**config.mk**
```make
export PLATFORM = sky130hd
export DESIGN_NAME = ct_f_spsram_128x16_ctrl_flat
export DESIGN_NICKNAME = d
export VERILOG_FILES = /design/src/rtl/ct_f_spsram_128x16_ctrl_if.sv /design/src/rtl/ct_f_spsram_128x16_ctrl.sv /design/src/flat_wrapper.sv
export SDC_FILE = /design/constraint.sdc
export NUM_CORES = 1
export LEC_CHECK = 0
export CORE_ASPECT_RATIO = 1.25
export CORE_MARGIN = 4
export CORE_UTILIZATION = 25
export DETAILED_ROUTE_END_ITERATION = 10
export DONT_BUFFER_PORTS = 1
export PLACE_DENSITY_LB_ADDON = 0.05
export RECOVER_POWER = 100
export SLEW_MARGIN = 20
export SYNTH_ARGS = -nofsm -noshare
export SYNTH_HDL_FRONTEND = slang
export SYNTH_SLANG_ARGS = --single-unit
```
**constraint.sdc**
```tcl
create_clock -name CLK -period 2.35 [get_ports CLK]
set_input_delay 0.47 -clock CLK [delete_from_list [all_inputs] [get_ports CLK]]
set_output_delay 0.47 -clock CLK [all_outputs]
set_load 0.01 [all_outputs]
```
**src/rtl/ct_f_spsram_128x16_ctrl_if.sv**
```systemverilog
// Request/response bus of the 128x16 SRAM controller.
// The master issues read/write requests and consumes read responses.
interface ct_f_spsram_128x16_ctrl_if #(
  parameter int ADDR_WIDTH = 7,
  parameter int DATA_WIDTH = 16
) ();

  logic                  req_vld;
  logic                  req_rdy;
  logic                  req_wr;
  logic [ADDR_WIDTH-1:0] req_addr;
  logic [DATA_WIDTH-1:0] req_wdata;
  logic [DATA_WIDTH-1:0] req_wmask;

  logic                  rsp_vld;
  logic                  rsp_rdy;
  logic [DATA_WIDTH-1:0] rsp_rdata;

  modport master (
    output req_vld, req_wr, req_addr, req_wdata, req_wmask, rsp_rdy,
    input  req_rdy, rsp_vld, rsp_rdata
  );

  modport slave (
    input  req_vld, req_wr, req_addr, req_wdata, req_wmask, rsp_rdy,
    output req_rdy, rsp_vld, rsp_rdata
  );

endinterface

```
**src/rtl/ct_f_spsram_128x16_ctrl.sv**
```systemverilog
// Request-side controller for a 128x16 single-port SRAM macro.
// Clears the array after reset, then serves one read or write per cycle.
// Read data (1-cycle macro latency) lands in a small response FIFO and is
// returned in order; request credit covers FIFO entries plus in-flight reads,
// so the FIFO can never overflow.
module ct_f_spsram_128x16_ctrl #(
  parameter int                    ADDR_WIDTH = 7,
  parameter int                    DATA_WIDTH = 16,
  parameter int                    RSP_DEPTH  = 3,
  parameter bit                    INIT_EN    = 1'b1,
  parameter logic [DATA_WIDTH-1:0] INIT_VAL   = '0
) (
  input  logic                  CLK,
  input  logic                  RST,
  ct_f_spsram_128x16_ctrl_if.slave bus,
  output logic                  init_done,
  output logic [ADDR_WIDTH-1:0] A,
  output logic                  CEN,
  output logic                  GWEN,
  output logic [DATA_WIDTH-1:0] WEN,
  output logic [DATA_WIDTH-1:0] D,
  input  logic [DATA_WIDTH-1:0] Q
);

  localparam int CNT_W = $clog2(RSP_DEPTH + 1);
  localparam int PTR_W = (RSP_DEPTH > 1) ? $clog2(RSP_DEPTH) : 1;

  typedef enum logic {
    ST_INIT,
    ST_RUN
  } state_e;

  state_e                state_q, state_d;
  logic [ADDR_WIDTH-1:0] cnt_q, cnt_d;
  logic                  init_done_q, init_done_d;
  logic                  rd_inflight_q, rd_inflight_d;
  logic [PTR_W-1:0]      wr_ptr_q, wr_ptr_d;
  logic [PTR_W-1:0]      rd_ptr_q, rd_ptr_d;
  logic [CNT_W-1:0]      fifo_cnt_q, fifo_cnt_d;
  logic [DATA_WIDTH-1:0] fifo_mem_q [RSP_DEPTH];
  logic [DATA_WIDTH-1:0] fifo_mem_d [RSP_DEPTH];

  logic                  req_rdy;
  logic                  req_acc;
  logic                  rd_acc;
  logic                  rsp_vld;
  logic                  push;
  logic                  pop;
  logic                  credit_ok;
  logic [CNT_W:0]        used_slots;

  // Wrap-around increment for a FIFO pointer (depth need not be a power of 2).
  function automatic logic [PTR_W-1:0] ptr_inc(input logic [PTR_W-1:0] p);
    return (p == PTR_W'(RSP_DEPTH - 1)) ? '0 : p + PTR_W'(1);
  endfunction

  // Credit and request handshake; depends only on registered state, RST and req_wr.
  always_comb begin
    used_slots = {1'b0, fifo_cnt_q} + {{CNT_W{1'b0}}, rd_inflight_q};
    credit_ok  = used_slots < (CNT_W + 1)'(RSP_DEPTH);
    req_rdy    = !RST && (state_q == ST_RUN) && (bus.req_wr || credit_ok);
    req_acc    = bus.req_vld && req_rdy;
    rd_acc     = req_acc && !bus.req_wr;
    rsp_vld    = (fifo_cnt_q != '0);
    push       = rd_inflight_q;
    pop        = rsp_vld && bus.rsp_rdy;
  end

  assign bus.req_rdy   = req_rdy;
  assign bus.rsp_vld   = rsp_vld;
  assign bus.rsp_rdata = rsp_vld ? fifo_mem_q[rd_ptr_q] : '0;
  assign init_done     = init_done_q;

  // SRAM pin drive: idle in reset, clear sweep in INIT, request pass-through in RUN.
  always_comb begin
    // NOTE: every output gets a default first so no path leaves it unassigned (no latch).
    A    = '0;
    CEN  = 1'b1;
    GWEN = 1'b1;
    WEN  = '1;
    D    = '0;
    if (!RST) begin
      if (state_q == ST_INIT) begin
        CEN  = 1'b0;
        GWEN = 1'b0;
        WEN  = '0;
        A    = cnt_q;
        D    = INIT_VAL;
      end else if (req_acc) begin
        CEN = 1'b0;
        A   = bus.req_addr;
        if (bus.req_wr) begin
          GWEN = 1'b0;
          WEN  = ~bus.req_wmask;
          D    = bus.req_wdata;
        end
      end
    end
  end

  // Next-state: sweep counter, FSM, read pipeline flag and response FIFO.
  always_comb begin
    state_d       = state_q;
    cnt_d         = cnt_q;
    wr_ptr_d      = wr_ptr_q;
    rd_ptr_d      = rd_ptr_q;
    fifo_cnt_d    = fifo_cnt_q;
    fifo_mem_d    = fifo_mem_q;
    rd_inflight_d = rd_acc;

    if (state_q == ST_INIT) begin
      cnt_d = cnt_q + ADDR_WIDTH'(1);
      if (cnt_q == '1) begin
        state_d = ST_RUN;
      end
    end
    init_done_d = (state_d == ST_RUN);

    if (push) begin
      fifo_mem_d[wr_ptr_q] = Q;
      wr_ptr_d             = ptr_inc(wr_ptr_q);
    end
    if (pop) begin
      rd_ptr_d = ptr_inc(rd_ptr_q);
    end
    case ({push, pop})
      2'b10:   fifo_cnt_d = fifo_cnt_q + CNT_W'(1);
      2'b01:   fifo_cnt_d = fifo_cnt_q - CNT_W'(1);
      default: fifo_cnt_d = fifo_cnt_q;
    endcase
  end

  // Control state registers with synchronous reset; reset drops all pending work.
  always_ff @(posedge CLK) begin
    // NOTE: sequential state uses non-blocking assignments so all flops update together.
    if (RST) begin
      state_q       <= INIT_EN ? ST_INIT : ST_RUN;
      cnt_q         <= '0;
      init_done_q   <= 1'b0;
      rd_inflight_q <= 1'b0;
      wr_ptr_q      <= '0;
      rd_ptr_q      <= '0;
      fifo_cnt_q    <= '0;
    end else begin
      state_q       <= state_d;
      cnt_q         <= cnt_d;
      init_done_q   <= init_done_d;
      rd_inflight_q <= rd_inflight_d;
      wr_ptr_q      <= wr_ptr_d;
      rd_ptr_q      <= rd_ptr_d;
      fifo_cnt_q    <= fifo_cnt_d;
    end
  end

  // Response FIFO storage.
  always_ff @(posedge CLK) begin
    // NOTE: data storage is not reset; the count gates every read, so stale words are never seen.
    fifo_mem_q <= fifo_mem_d;
  end

endmodule
```
**src/flat_wrapper.sv**
```systemverilog
// flat-port wrapper written by rule: the top's interface ports become plain ports
module ct_f_spsram_128x16_ctrl_flat 
#(
  parameter int                    ADDR_WIDTH = 7,
  parameter int                    DATA_WIDTH = 16,
  parameter int                    RSP_DEPTH  = 3,
  parameter bit                    INIT_EN    = 1'b1,
  parameter logic [DATA_WIDTH-1:0] INIT_VAL   = '0
)
  (CLK, RST, init_done, A, CEN, GWEN, WEN, D, Q, bus_req_vld, bus_req_wr, bus_req_addr, bus_req_wdata, bus_req_wmask, bus_rsp_rdy, bus_req_rdy, bus_rsp_vld, bus_rsp_rdata);
  ct_f_spsram_128x16_ctrl_if #(.ADDR_WIDTH(ADDR_WIDTH), .DATA_WIDTH(DATA_WIDTH)) bus_i ();
  input  logic CLK;
  input  logic RST;
  output logic init_done;
  output logic [ADDR_WIDTH-1:0] A;
  output logic CEN;
  output logic GWEN;
  output logic [DATA_WIDTH-1:0] WEN;
  output logic [DATA_WIDTH-1:0] D;
  input  logic [DATA_WIDTH-1:0] Q;
  input wire logic [$bits(bus_i.req_vld)-1:0] bus_req_vld;
  input wire logic [$bits(bus_i.req_wr)-1:0] bus_req_wr;
  input wire logic [$bits(bus_i.req_addr)-1:0] bus_req_addr;
  input wire logic [$bits(bus_i.req_wdata)-1:0] bus_req_wdata;
  input wire logic [$bits(bus_i.req_wmask)-1:0] bus_req_wmask;
  input wire logic [$bits(bus_i.rsp_rdy)-1:0] bus_rsp_rdy;
  output wire logic [$bits(bus_i.req_rdy)-1:0] bus_req_rdy;
  output wire logic [$bits(bus_i.rsp_vld)-1:0] bus_rsp_vld;
  output wire logic [$bits(bus_i.rsp_rdata)-1:0] bus_rsp_rdata;
  assign bus_i.req_vld = bus_req_vld;
  assign bus_i.req_wr = bus_req_wr;
  assign bus_i.req_addr = bus_req_addr;
  assign bus_i.req_wdata = bus_req_wdata;
  assign bus_i.req_wmask = bus_req_wmask;
  assign bus_i.rsp_rdy = bus_rsp_rdy;
  assign bus_req_rdy = bus_i.req_rdy;
  assign bus_rsp_vld = bus_i.rsp_vld;
  assign bus_rsp_rdata = bus_i.rsp_rdata;
  ct_f_spsram_128x16_ctrl #(.ADDR_WIDTH(ADDR_WIDTH), .DATA_WIDTH(DATA_WIDTH), .RSP_DEPTH(RSP_DEPTH), .INIT_EN(INIT_EN), .INIT_VAL(INIT_VAL)) u_core (.CLK(CLK), .RST(RST), .bus(bus_i), .init_done(init_done), .A(A), .CEN(CEN), .GWEN(GWEN), .WEN(WEN), .D(D), .Q(Q));
endmodule
```
==> results.ini, run 1 <==
[clock_network]
h-tree-depth=3
clk_pin_slew_worst_paths_ns=0.05
cts_made_buffers=9
clk_path_buf_depth=2
cts_tree=done
clk_latency_ns=0.32
cts_setup_buffers=0
clock_sinks=63
root_buffer=clkbuf_16
cts_hold_buf=0

[sta]
finalCriticalPeriod_ns=2.261
fin_ws_ns=0.08925
slew_headroom_pct=28.14
tightest_slew_ns=1.078
clock.fmax_mhz=442.3
fin_hold_ws_ns=0.2131
rsz0062_at_grt=no
post-route-period-util_pct=96.20
setup_violations=0
fin_worst_skew_ns=0.007649
drv_slew=0
hold_viol_final=0

[global_route]
grt_pass1_wl_mm=11.72
grtUsageTotal_pct=10.97
antenna_found_initial=1
grt-ovfl-total=0
grt_max_degree=51
grt_pass1_vias=2110

[worst_setup_path]
r2r_start=u_core.wr_ptr_q[0]$_SDFFE_PP0P_
arrival_ns=1.79
cp_max_fo=5
critPathLaunchType=flop
crit_start=u_core.push$_SDFF_PP0_
worst_ep_required_time_ns=1.88
worstSetupPathType=flop to output port
worst_setup_path_end_kind=output port

[detailed_routing]
drt-total-wl_mm=7.555
dr.pass1.iters=4
ant_nets=0
drt-met1-wl_mm=3.067
wl_per_cell_um=16.39
drtIter0Drc=58
met3WireLength_um=580
drcViolationCount=0
met2WireLength_mm=3.738
vias=2091
via_per_inst=4.536
top_layer_used=met5

[cells_and_area]
drive_above_1_share_pct=17.67
num_antenna_cells=0
fin_util_pct=31.17
area_growth_pct=20.68
final_nets=359

[floorplanning]
die-area_um2=14010
initial_core_util_pct=25.83
core_area_um2=11780
dieHeight_um=131.3
rows=44
die_w_um=106.7
io_pins=120

[run]
cap_violations=0

[power]
ir_worst_vdd_uv=283.5
seqPwrFrac_pct=46.6
p_total_mw=2.590
swShare_pct=18.85
clkPwrFrac_pct=51.4
p_per_area_nw_per_um2=705.2
intPower_mw=2.102
power_frac_comb_pct=1.9
leakagePower_nw=1.206
switching_power_uw=488.1

[logic_synthesis]
netlist_area_um2=3043
synth_flop_cell=edfxtp_1
yosys.area.top_type=edfxtp_1
yosysSeqAreaShare_pct=57.24
syn_nets=340
synthTopCellsByCount=48 x edfxtp_1, 38 x a21oi_1, 21 x or2_1
synth-seq-cells=63
ys_top_cells_by_area=edfxtp_1 47%, dfxtp_1 9.9%, a21oi_1 6.3%
synthArstFlopShare_pct=0
avgSynthCellArea_um2=11.03
ys_types=38
netlist_instances=276
ys_warn_count=0
yosysMostFrequentCell=edfxtp_1
synth_edf_count=48
synth_top_cell_area_share_pct=47.37

[min_path]
min_path_type=input pin to flop
hp-start=bus_req_wr

[place]
preCtsSetupSlack_ns=0.3227
portBuffers=0
dp_hpwl_mm=5.251
finalWeightedCongestion=0.6542

[status]
outcome=finished, final reports clean

cells in the final DEF (no fill, tap or decap), types with 2 or more instances in the layout:
cell	instances
edfxtp_1	48
a21oi_1	37
nand2_1	20
mux2i_1	17
and2_0	15
buf_4	14
or2_0	13
dfxtp_1	13
clkbuf_1	12
or2_2	11
inv_1	9
nor2_1	9
nand2b_1	9
clkbuf_16	9
or2_1	8
o21ai_0	6
o32ai_2	5
or3_1	4
ha_1	4
nor2b_1	3
nor3_1	3
xnor2_1	3
o21ba_2	2
xor2_1	2
clkbuf_8	2
dfxtp_2	2
sequential cells by signal, summed over array words and instances, names as in the netlist:
name               flops
u_core.state_q         1
u_core.rd_ptr_q        2
u_core.fifo_cnt_q      2
u_core.cnt_q           7
u_core.wr_ptr_q        2
u_core.fifo_mem_q     48
u_core.push            1
power groups by stage:
stage / clock, mW / combinational, mW / sequential, mW
finish: 1.33 / 0.0503 / 1.21
global route: 1.41 / 0.0556 / 1.21
CTS: 1.38 / 0.0482 / 1.21
detailed placement: 0 / 0.0479 / 1.23
global placement: 0 / 0.0493 / 1.23
floorplan: 0 / 0.0495 / 1.23
stage by stage:
| stage | setup TNS [ns] | cell area (um^2) | instances |
|---|---|---|---|
| 3_3_place_gp | 0 | 3351 | 444 |
| 3_5_place_dp | 0 | 3351 | 444 |
| 4_1_cts | -0.1819 | 3654 | 460 |
| 2_1_floorplan | 0 | 3043 | 276 |
| 5_1_grt | 0 | 3672 | 461 |
| 6_report | 0 | 3672 | 461 |
final cells by class:
type	count	area (um^2)
multi-input cells	186	1239
clock buffers	13	260.3
inverters	10	37.54
well taps	161	201.4
fillers	1253	8109
clock inverters	3	42.54
flip-flops and latches	63	1744
repair buffers	25	147.6
metal layers:
layer / up-vias / GRT usage [%]
met1: 968 / 11.92
li1: 1012 / -
met5: - / 0
met4: 2 / 5.330
met3: 13 / 3.189
met2: 96 / 19.29
critical path, cell delays in order, from the launching register on:
cell,delay [ns]
dfxtp_2,0.33
ha_1,0.20
ha_1,0.28
a21oi_2,0.16
o211ai_1,0.11
buf_4,0.18
a21o_1,0.21
final timing paths:
check | end | slack [ns] | cells after the start
setup / recovery | CEN | 0.09 | 6
hold / removal | u_core.push$_SDFF_PP0_ | 0.21 | 1
hold reg to reg | u_core.fifo_cnt_q[1]$_SDFFE_PP0P_ | 0.52 | 2
setup reg to reg | u_core.fifo_mem_q[19]$_DFFE_PP_ | 0.52 | 2
kinds of logic (layout without fill, tap and decap cells):
kind of cell,Yosys count,in the layout,share of synthesized area [%]
AND/OR/NAND/NOR,103,103,18.96
flip-flops,63,63,57.24
AO/OA/AOI/OAI,57,57,10.81
buffers and inverters,27,51,4.317
multiplexers,17,17,5.592
XOR/XNOR,5,5,1.439
adder cells (fa/ha/maj),4,4,1.645
what timing repair did:
item	CTS	global route
pin swaps	0	1
cloned	0	1
resized for setup	0	13
setup endpoints to repair	7	9
No activity file was read; power rests on OpenSTA's default activity.
==> run 2: changes to the inputs <==
- PLACE_DENSITY: unset -> 0.47
- PLACE_DENSITY_LB_ADDON: 0.05 -> unset
- clock period: 2.35 -> 2.5 ns (I/O delays scaled with it)
==> results.ini, run 2 (synthesized netlist as in run 1, its figures left out) <==
[detailed_routing]
dr.pass1.iters=4  ; unchanged
met2WireLength_mm=3.755  ; was 3.738 mm
top_layer_used=met4  ; was met5
wl_per_cell_um=15.90  ; was 16.39 um
ant_nets=0  ; unchanged
vias=2042  ; was 2,091
drcViolationCount=0  ; unchanged
via_per_inst=4.498  ; was 4.536
drt-total-wl_mm=7.220  ; was 7.555 mm
drtIter0Drc=45  ; was 58
met3WireLength_um=596  ; was 580 um
drt-met1-wl_mm=2.767  ; was 3.067 mm

[clock_network]
cts_hold_buf=0  ; unchanged
clk_path_buf_depth=2  ; unchanged
cts_setup_buffers=0  ; unchanged
ctsResizeCount=0  ; unchanged
cts_tree=done  ; unchanged
cts_made_buffers=9  ; unchanged
clk_latency_ns=0.32  ; about the same
clock_sinks=63  ; unchanged
h-tree-depth=3  ; unchanged
root_buffer=clkbuf_16  ; unchanged
clk_pin_slew_worst_paths_ns=0.05  ; about the same

[min_path]
min_path_type=input pin to flop  ; unchanged
hold_depth=1  ; unchanged
hold_end=u_core.push$_SDFF_PP0_  ; unchanged
hp-start=bus_req_wr  ; unchanged

[cells_and_area]
num_antenna_cells=0  ; unchanged
top_register=u_core.fifo_mem_q  ; unchanged
largest_reg_flops=48  ; unchanged
reg_top3=u_core.fifo_mem_q: 48 flops, u_core.cnt_q: 7 flops  ; unchanged
final_cells=454  ; was 461
area_growth_pct=16.00  ; was 20.68%
final_nets=353  ; was 359
final_cell_mix=48 x edfxtp_1, 38 x a21oi_1, 20 x nand2_1, 17 x mux2i_1  ; was 48 x edfxtp_1, 37 x a21oi_1, 20 x nand2_1, 17 x mux2i_1, 15 x and2_0
layout_commonest_cell=edfxtp_1  ; unchanged
drive_above_1_share_pct=12.29  ; was 17.67%
final_area_um2=3530  ; was 3672 um^2

[power]
p_total_mw=2.340  ; was 2.590 mW
leakagePower_nw=1.161  ; was 1.206 nW
p_per_area_nw_per_um2=662.9  ; was 705.2 nW/um^2
ir_worst_vdd_uv=212.8  ; was 283.5 uV

[sta]
rsz0062_at_grt=yes  ; was no
hold_viol_final=0  ; unchanged
setup_violations=0  ; unchanged
drv_slew=0  ; unchanged
fin_worst_skew_ns=0.005652  ; was 0.007649 ns
clock.fmax_mhz=416.0
finalCriticalPeriod_ns=2.404
slew_headroom_pct=31.88  ; was 28.14%
post-route-period-util_pct=96.16
tightest_slew_ns=1.022  ; was 1.078 ns
fin_ws_ns=0.09602  ; was 0.08925 ns

[global_route]
grt_max_degree=51  ; unchanged
grt-ovfl-total=0  ; unchanged
grt_pass1_vias=2096  ; was 2,110
grt_pass1_wl_mm=11.25  ; was 11.72 mm
grtUsageTotal_pct=10.47  ; was 10.97%
antenna_found_initial=0  ; was 1

[floorplanning]
die-area_um2=14010  ; unchanged
core_area_um2=11780  ; unchanged
io_pins=120  ; unchanged
dieHeight_um=131.3  ; unchanged
rows=44  ; unchanged
initial_core_util_pct=25.83  ; unchanged
die_w_um=106.7  ; unchanged

[status]
outcome=finished, final reports clean  ; unchanged

[worst_setup_path]
worst_ep_required_time_ns=2.00  ; was 1.88 ns
critPathLaunchType=flop  ; unchanged
timing.reg2reg.setup_slack_ns=0.63  ; was 0.52 ns
worst_setup_path_end_kind=output port  ; unchanged
r2r_start=u_core.push$_SDFF_PP0_  ; was u_core.wr_ptr_q[0]$_SDFFE_PP0P_
cp_max_fo=9  ; was 5
r2r_cells=3  ; was 2
arrival_ns=1.90  ; was 1.79 ns
rr_endpoint=u_core.fifo_mem_q[43]$_DFFE_PP_  ; was u_core.fifo_mem_q[19]$_DFFE_PP_
worstSetupPathType=flop to output port  ; unchanged

[place]
dpl_cell_area_um2=3298  ; was 3351 um^2
dp_cells=439  ; was 444
dp_hpwl_mm=5.315  ; was 5.251 mm
preCtsSetupSlack_ns=0.4247  ; was 0.3227 ns
portBuffers=0  ; unchanged
finalWeightedCongestion=0.6942  ; was 0.6542

[run]
cap_violations=0  ; unchanged

run 2: cell types whose count changed in the layout (fill, tap and decap cells not counted), sizes merged:
cell / delta
buf: -8
clkbuf: -2
clkinv: +4
clkinvlp: -1
run 2: how the worst max path moves through the flow:
stage | startpoint | endpoint | cells past startpoint
2_1_floorplan | u_core.push$_SDFF_PP0_ | u_core.fifo_mem_q[32]$_DFFE_PP_ | 2
3_3_place_gp | u_core.fifo_cnt_q[0]$_SDFFE_PP0P_ | A[0] | 6
3_5_place_dp | u_core.fifo_cnt_q[0]$_SDFFE_PP0P_ | A[1] | 6
4_1_cts | u_core.push$_SDFF_PP0_ | A[1] | 6
5_1_grt | u_core.fifo_cnt_q[0]$_SDFFE_PP0P_ | A[1] | 6
6_report | u_core.fifo_cnt_q[0]$_SDFFE_PP0P_ | A[1] | 6
run 2: metrics by stage:
| step | hold slack (ns) | util, % | setup TNS, ns |
|---|---|---|---|
| after global placement | 0.4829 | 27.99 | 0 |
| after CTS | 0.2400 | 30.35 | 0 |
| after global routing | 0.2397 | 29.96 | -0.03701 |
| after floorplan | 0.4710 | - | 0 |
| after detailed placement | 0.4951 | 27.99 | 0 |
| final | 0.2576 | 29.96 | 0 |
run 2: cell type report:
| type | instances | area [um^2] |
|---|---|---|
| clock inverters | 6 | 52.55 |
| fillers | 1255 | 8252 |
| multi-input cells | 186 | 1170 |
| well taps | 161 | 201.4 |
| clock buffers | 9 | 225.2 |
| flip-flops and latches | 63 | 1742 |
| inverters | 10 | 37.54 |
| repair buffers | 19 | 101.3 |
run 2: power breakdown:
| group | switching (mW) | internal (mW) |
|---|---|---|
| registers | 0.00493 | 1.13 |
| logic | 0.0234 | 0.0192 |
| clock network | 0.410 | 0.752 |
| total | 0.439 | 1.90 |
run 2: layer usage:
layer	GRT usage, %	vias up
met1	11.05	921
met3	3.091	8
li1	-	995
met4	4.051	0
met2	19.26	118
met5	0	-
run 2: critical path, stage by stage, from the launching register on:
cell,delay [ns]
dfxtp_1,0.35
ha_1,0.20
ha_1,0.26
a21oi_1,0.23
o211ai_1,0.11
buf_4,0.18
o32ai_1,0.25
==> run 3: changes to the inputs <==
- ABC_AREA: unset -> 1
- CORE_ASPECT_RATIO: 1.25 -> 0.5
==> results.ini, run 3 <==
[place]
dp_cells=485  ; was 439
finalWeightedCongestion=0.7468  ; was 0.6942
portBuffers=0  ; unchanged
preCtsSetupSlack_ns=0.5111  ; was 0.4247 ns
dp_hpwl_mm=4.696  ; was 5.315 mm

[logic_synthesis]
ys_types=24  ; was 38
yosys.area_share.simple_pct=23.26  ; was 18.96%
yosys.area.top_type=edfxtp_1  ; unchanged
ys_top_cells_by_area=edfxtp_1 48%, nand2_1 12%, dfxtp_1 10%  ; was edfxtp_1 47%, dfxtp_1 9.9%, a21oi_1 6.3%
netlist_area_um2=2985  ; was 3043 um^2
synthMuxAreaShare_pct=0  ; was 5.592%
avgSynthCellArea_um2=8.965  ; was 11.03 um^2
yosysSeqAreaShare_pct=58.34  ; was 57.24%
syn_nets=397  ; was 340
synth_compound_area_share_pct=6.999  ; was 10.81%
yosys.area_share.adder_pct=1.676  ; was 1.645%
ys_warn_count=0  ; unchanged
synthTopCellsByCount=97 x nand2_1, 49 x inv_1, 48 x edfxtp_1  ; was 48 x edfxtp_1, 38 x a21oi_1, 21 x or2_1
synth_top_cell_area_share_pct=48.28  ; was 47.37%
synth-seq-cells=63  ; unchanged
yosysMostFrequentCell=nand2_1  ; was edfxtp_1
synth_top_family_by_area=simple AND/OR/NAND/NOR gates  ; unchanged
netlist_instances=333  ; was 276
synth_flop_cell=edfxtp_1  ; unchanged
synthXorXnorAreaFrac_pct=0  ; was 1.439%
synth_edf_count=48  ; unchanged
synthArstFlopShare_pct=0  ; unchanged

[sta]
slew_headroom_pct=31.20  ; was 31.88%
setup_violations=0  ; unchanged
fin_hold_ws_ns=0.2438  ; was 0.2576 ns
rsz0062_at_grt=no  ; was yes
fin_ws_ns=0.1471  ; was 0.09602 ns
clock.fmax_mhz=425.0  ; was 416.0 MHz
drv_slew=0  ; unchanged
fin_worst_skew_ns=0.002894  ; was 0.005652 ns
hold_viol_final=0  ; unchanged
tns_ns=0  ; unchanged
tightest_slew_ns=1.032  ; was 1.022 ns
finalCriticalPeriod_ns=2.353  ; was 2.404 ns
post-route-period-util_pct=94.12  ; was 96.16%

[floorplanning]
die_w_um=162.5  ; was 106.7 um
dieHeight_um=85.27  ; was 131.3 um
die-area_um2=13860  ; was 14,010 um^2
rows=27  ; was 44
core_area_um2=11320  ; was 11,780 um^2
initial_core_util_pct=26.38  ; was 25.83%
io_pins=120  ; unchanged

[worst_setup_path]
worstSetupPathType=flop to output port  ; unchanged
critPathLaunchType=flop  ; unchanged
arrival_ns=1.85  ; was 1.90 ns
worst_ep_required_time_ns=2.00  ; about the same
worst_setup_path_end_kind=output port  ; unchanged
cp_max_fo=6  ; was 9

[cells_and_area]
final_nets=401  ; was 353
nFillCells=1169  ; was 1,255
drive_above_1_share_pct=6.452  ; was 12.29%
largest_reg_flops=48  ; unchanged
final_cells=500  ; was 454
top_register=u_core.fifo_mem_q  ; unchanged
fin_util_pct=29.84  ; was 29.96%
layout_commonest_cell=nand2_1  ; was edfxtp_1
area_growth_pct=13.12  ; was 16.00%
final_cell_mix=98 x nand2_1, 49 x inv_1, 48 x edfxtp_1, 32 x nor2_1, 27 x o21ai_0  ; was 48 x edfxtp_1, 38 x a21oi_1, 20 x nand2_1, 17 x mux2i_1
num_antenna_cells=0  ; unchanged
reg_top3=u_core.fifo_mem_q: 48 flops, u_core.cnt_q: 7 flops  ; unchanged

[detailed_routing]
drt-total-wl_mm=6.807  ; was 7.220 mm
ant_nets=0  ; unchanged
dr.pass1.iters=4  ; unchanged
drtIter0Drc=52  ; was 45
wl_per_cell_um=13.61  ; was 15.90 um
vias=2084  ; was 2,042
drcViolationCount=0  ; unchanged
via_per_inst=4.168  ; was 4.498

[global_route]
antenna_found_initial=0  ; unchanged
grt_max_degree=26  ; was 51
grt_pass1_wl_mm=10.61  ; was 11.25 mm
grt-ovfl-total=0  ; unchanged
grtUsageTotal_pct=9.944  ; was 10.47%
grt_pass1_vias=2102  ; was 2,096

[power]
p_per_area_nw_per_um2=694.9  ; was 662.9 nW/um^2
ir_worst_vdd_uv=305.6  ; was 212.8 uV
leakagePower_nw=1.412  ; was 1.161 nW

[clock_network]
cts_hold_buf=0  ; unchanged
cts_made_buffers=9  ; unchanged
cts_setup_buffers=0  ; unchanged
root_buffer=clkbuf_16  ; unchanged
clk_pin_slew_worst_paths_ns=0.05  ; about the same
h-tree-depth=3  ; unchanged
cts_tree=done  ; unchanged
clk_latency_ns=0.32  ; about the same
clock_sinks=63  ; unchanged
clk_path_buf_depth=2  ; unchanged

[run]
cap_violations=0  ; unchanged

[status]
outcome=finished, final reports clean  ; unchanged

[min_path]
min_path_type=input pin to flop  ; unchanged

## run 3: changes by cell type in the layout (fill, tap and decap cells not counted), sizes merged, moves of 9 or more
cell,previous run,this run
nand2,20,98
inv,9,51
or2,32,2
a21oi,38,11
nor2,10,35
nand3,0,22
o21ai,6,27
mux2i,17,0
and2,16,0
nand2b,9,0
## run 3: cells by family after synthesis
kind of cell,count (synthesis)
buffers and inverters,64
adders and majority gates,4
AOI/OAI and AO/OA,39
DFF,63
and+or+nand+nor,163
## run 3: final cells by class
cell class              count  area (um^2)  area share [%]
clock inverters             5        50.05           1.482
repair buffers              5        26.28          0.7781
clock buffers              10        229.0           6.780
multi-input cells         206        930.9           27.57
well taps                 159        198.9           5.891
flip-flops and latches     63         1742           51.57
inverters                  52        200.2           5.928
## run 3: final timing paths
| kind | startpoint | to | slack, ns | cells after the start |
|---|---|---|---|---|
| worst max-delay path | u_core.fifo_cnt_q[0]$_SDFFE_PP0P_ | A[0] | 0.15 | 9 |
| worst min-delay path | RST | u_core.wr_ptr_q[0]$_SDFFE_PP0P_ | 0.24 | 1 |
| worst max register to register | u_core.fifo_cnt_q[0]$_SDFFE_PP0P_ | u_core.fifo_cnt_q[1]$_SDFFE_PP0P_ | 0.60 | 9 |
| worst min register to register | u_core.wr_ptr_q[1]$_SDFFE_PP0P_ | u_core.wr_ptr_q[1]$_SDFFE_PP0P_ | 0.47 | 2 |
## run 3: routing by layer
layer,GRT usage (%),vias up,wire [um]
met5,0,-,0
met4,3.653,0,57
met3,4.027,5,392
met2,16.53,63,3302
met1,11.68,941,3054
li1,-,1075,-
## run 3: per-stage QoR
| stage | total power [mW] | instance area (um^2) |
|---|---|---|
| after detailed placement | 1.203 | 3137 |
| after CTS | 2.380 | 3416 |
| after global routing | 2.445 | 3377 |
| after floorplan | 1.200 | 2985 |
| after global placement | 1.202 | 3137 |
| final | 2.347 | 3377 |
## run 3: timing repair
action | 4_1_cts | 5_1_grt
resized for setup | 0 | 1
endpoints found under the setup margin | 0 | 1
hold endpoints to repair | 0 | 0
## run 3: report_power, final
part	leakage [nW]	internal (mW)	switching [mW]	total [mW]
registers	0.553	1.13	0.00484	1.14
clock network	0.133	0.756	0.410	1.17
logic	0.726	0.0129	0.0327	0.0456
## run 3: worst max-delay path: stages (launching register included)
cell and delay [ns]:
dfxtp_1 0.34, ha_1 0.20, ha_1 0.26, nand2_1 0.06, nand2_1 0.09, nand2_1 0.07, nand3_1 0.11, nand2_1 0.08
nand2_1 0.10, nor2_1 0.20
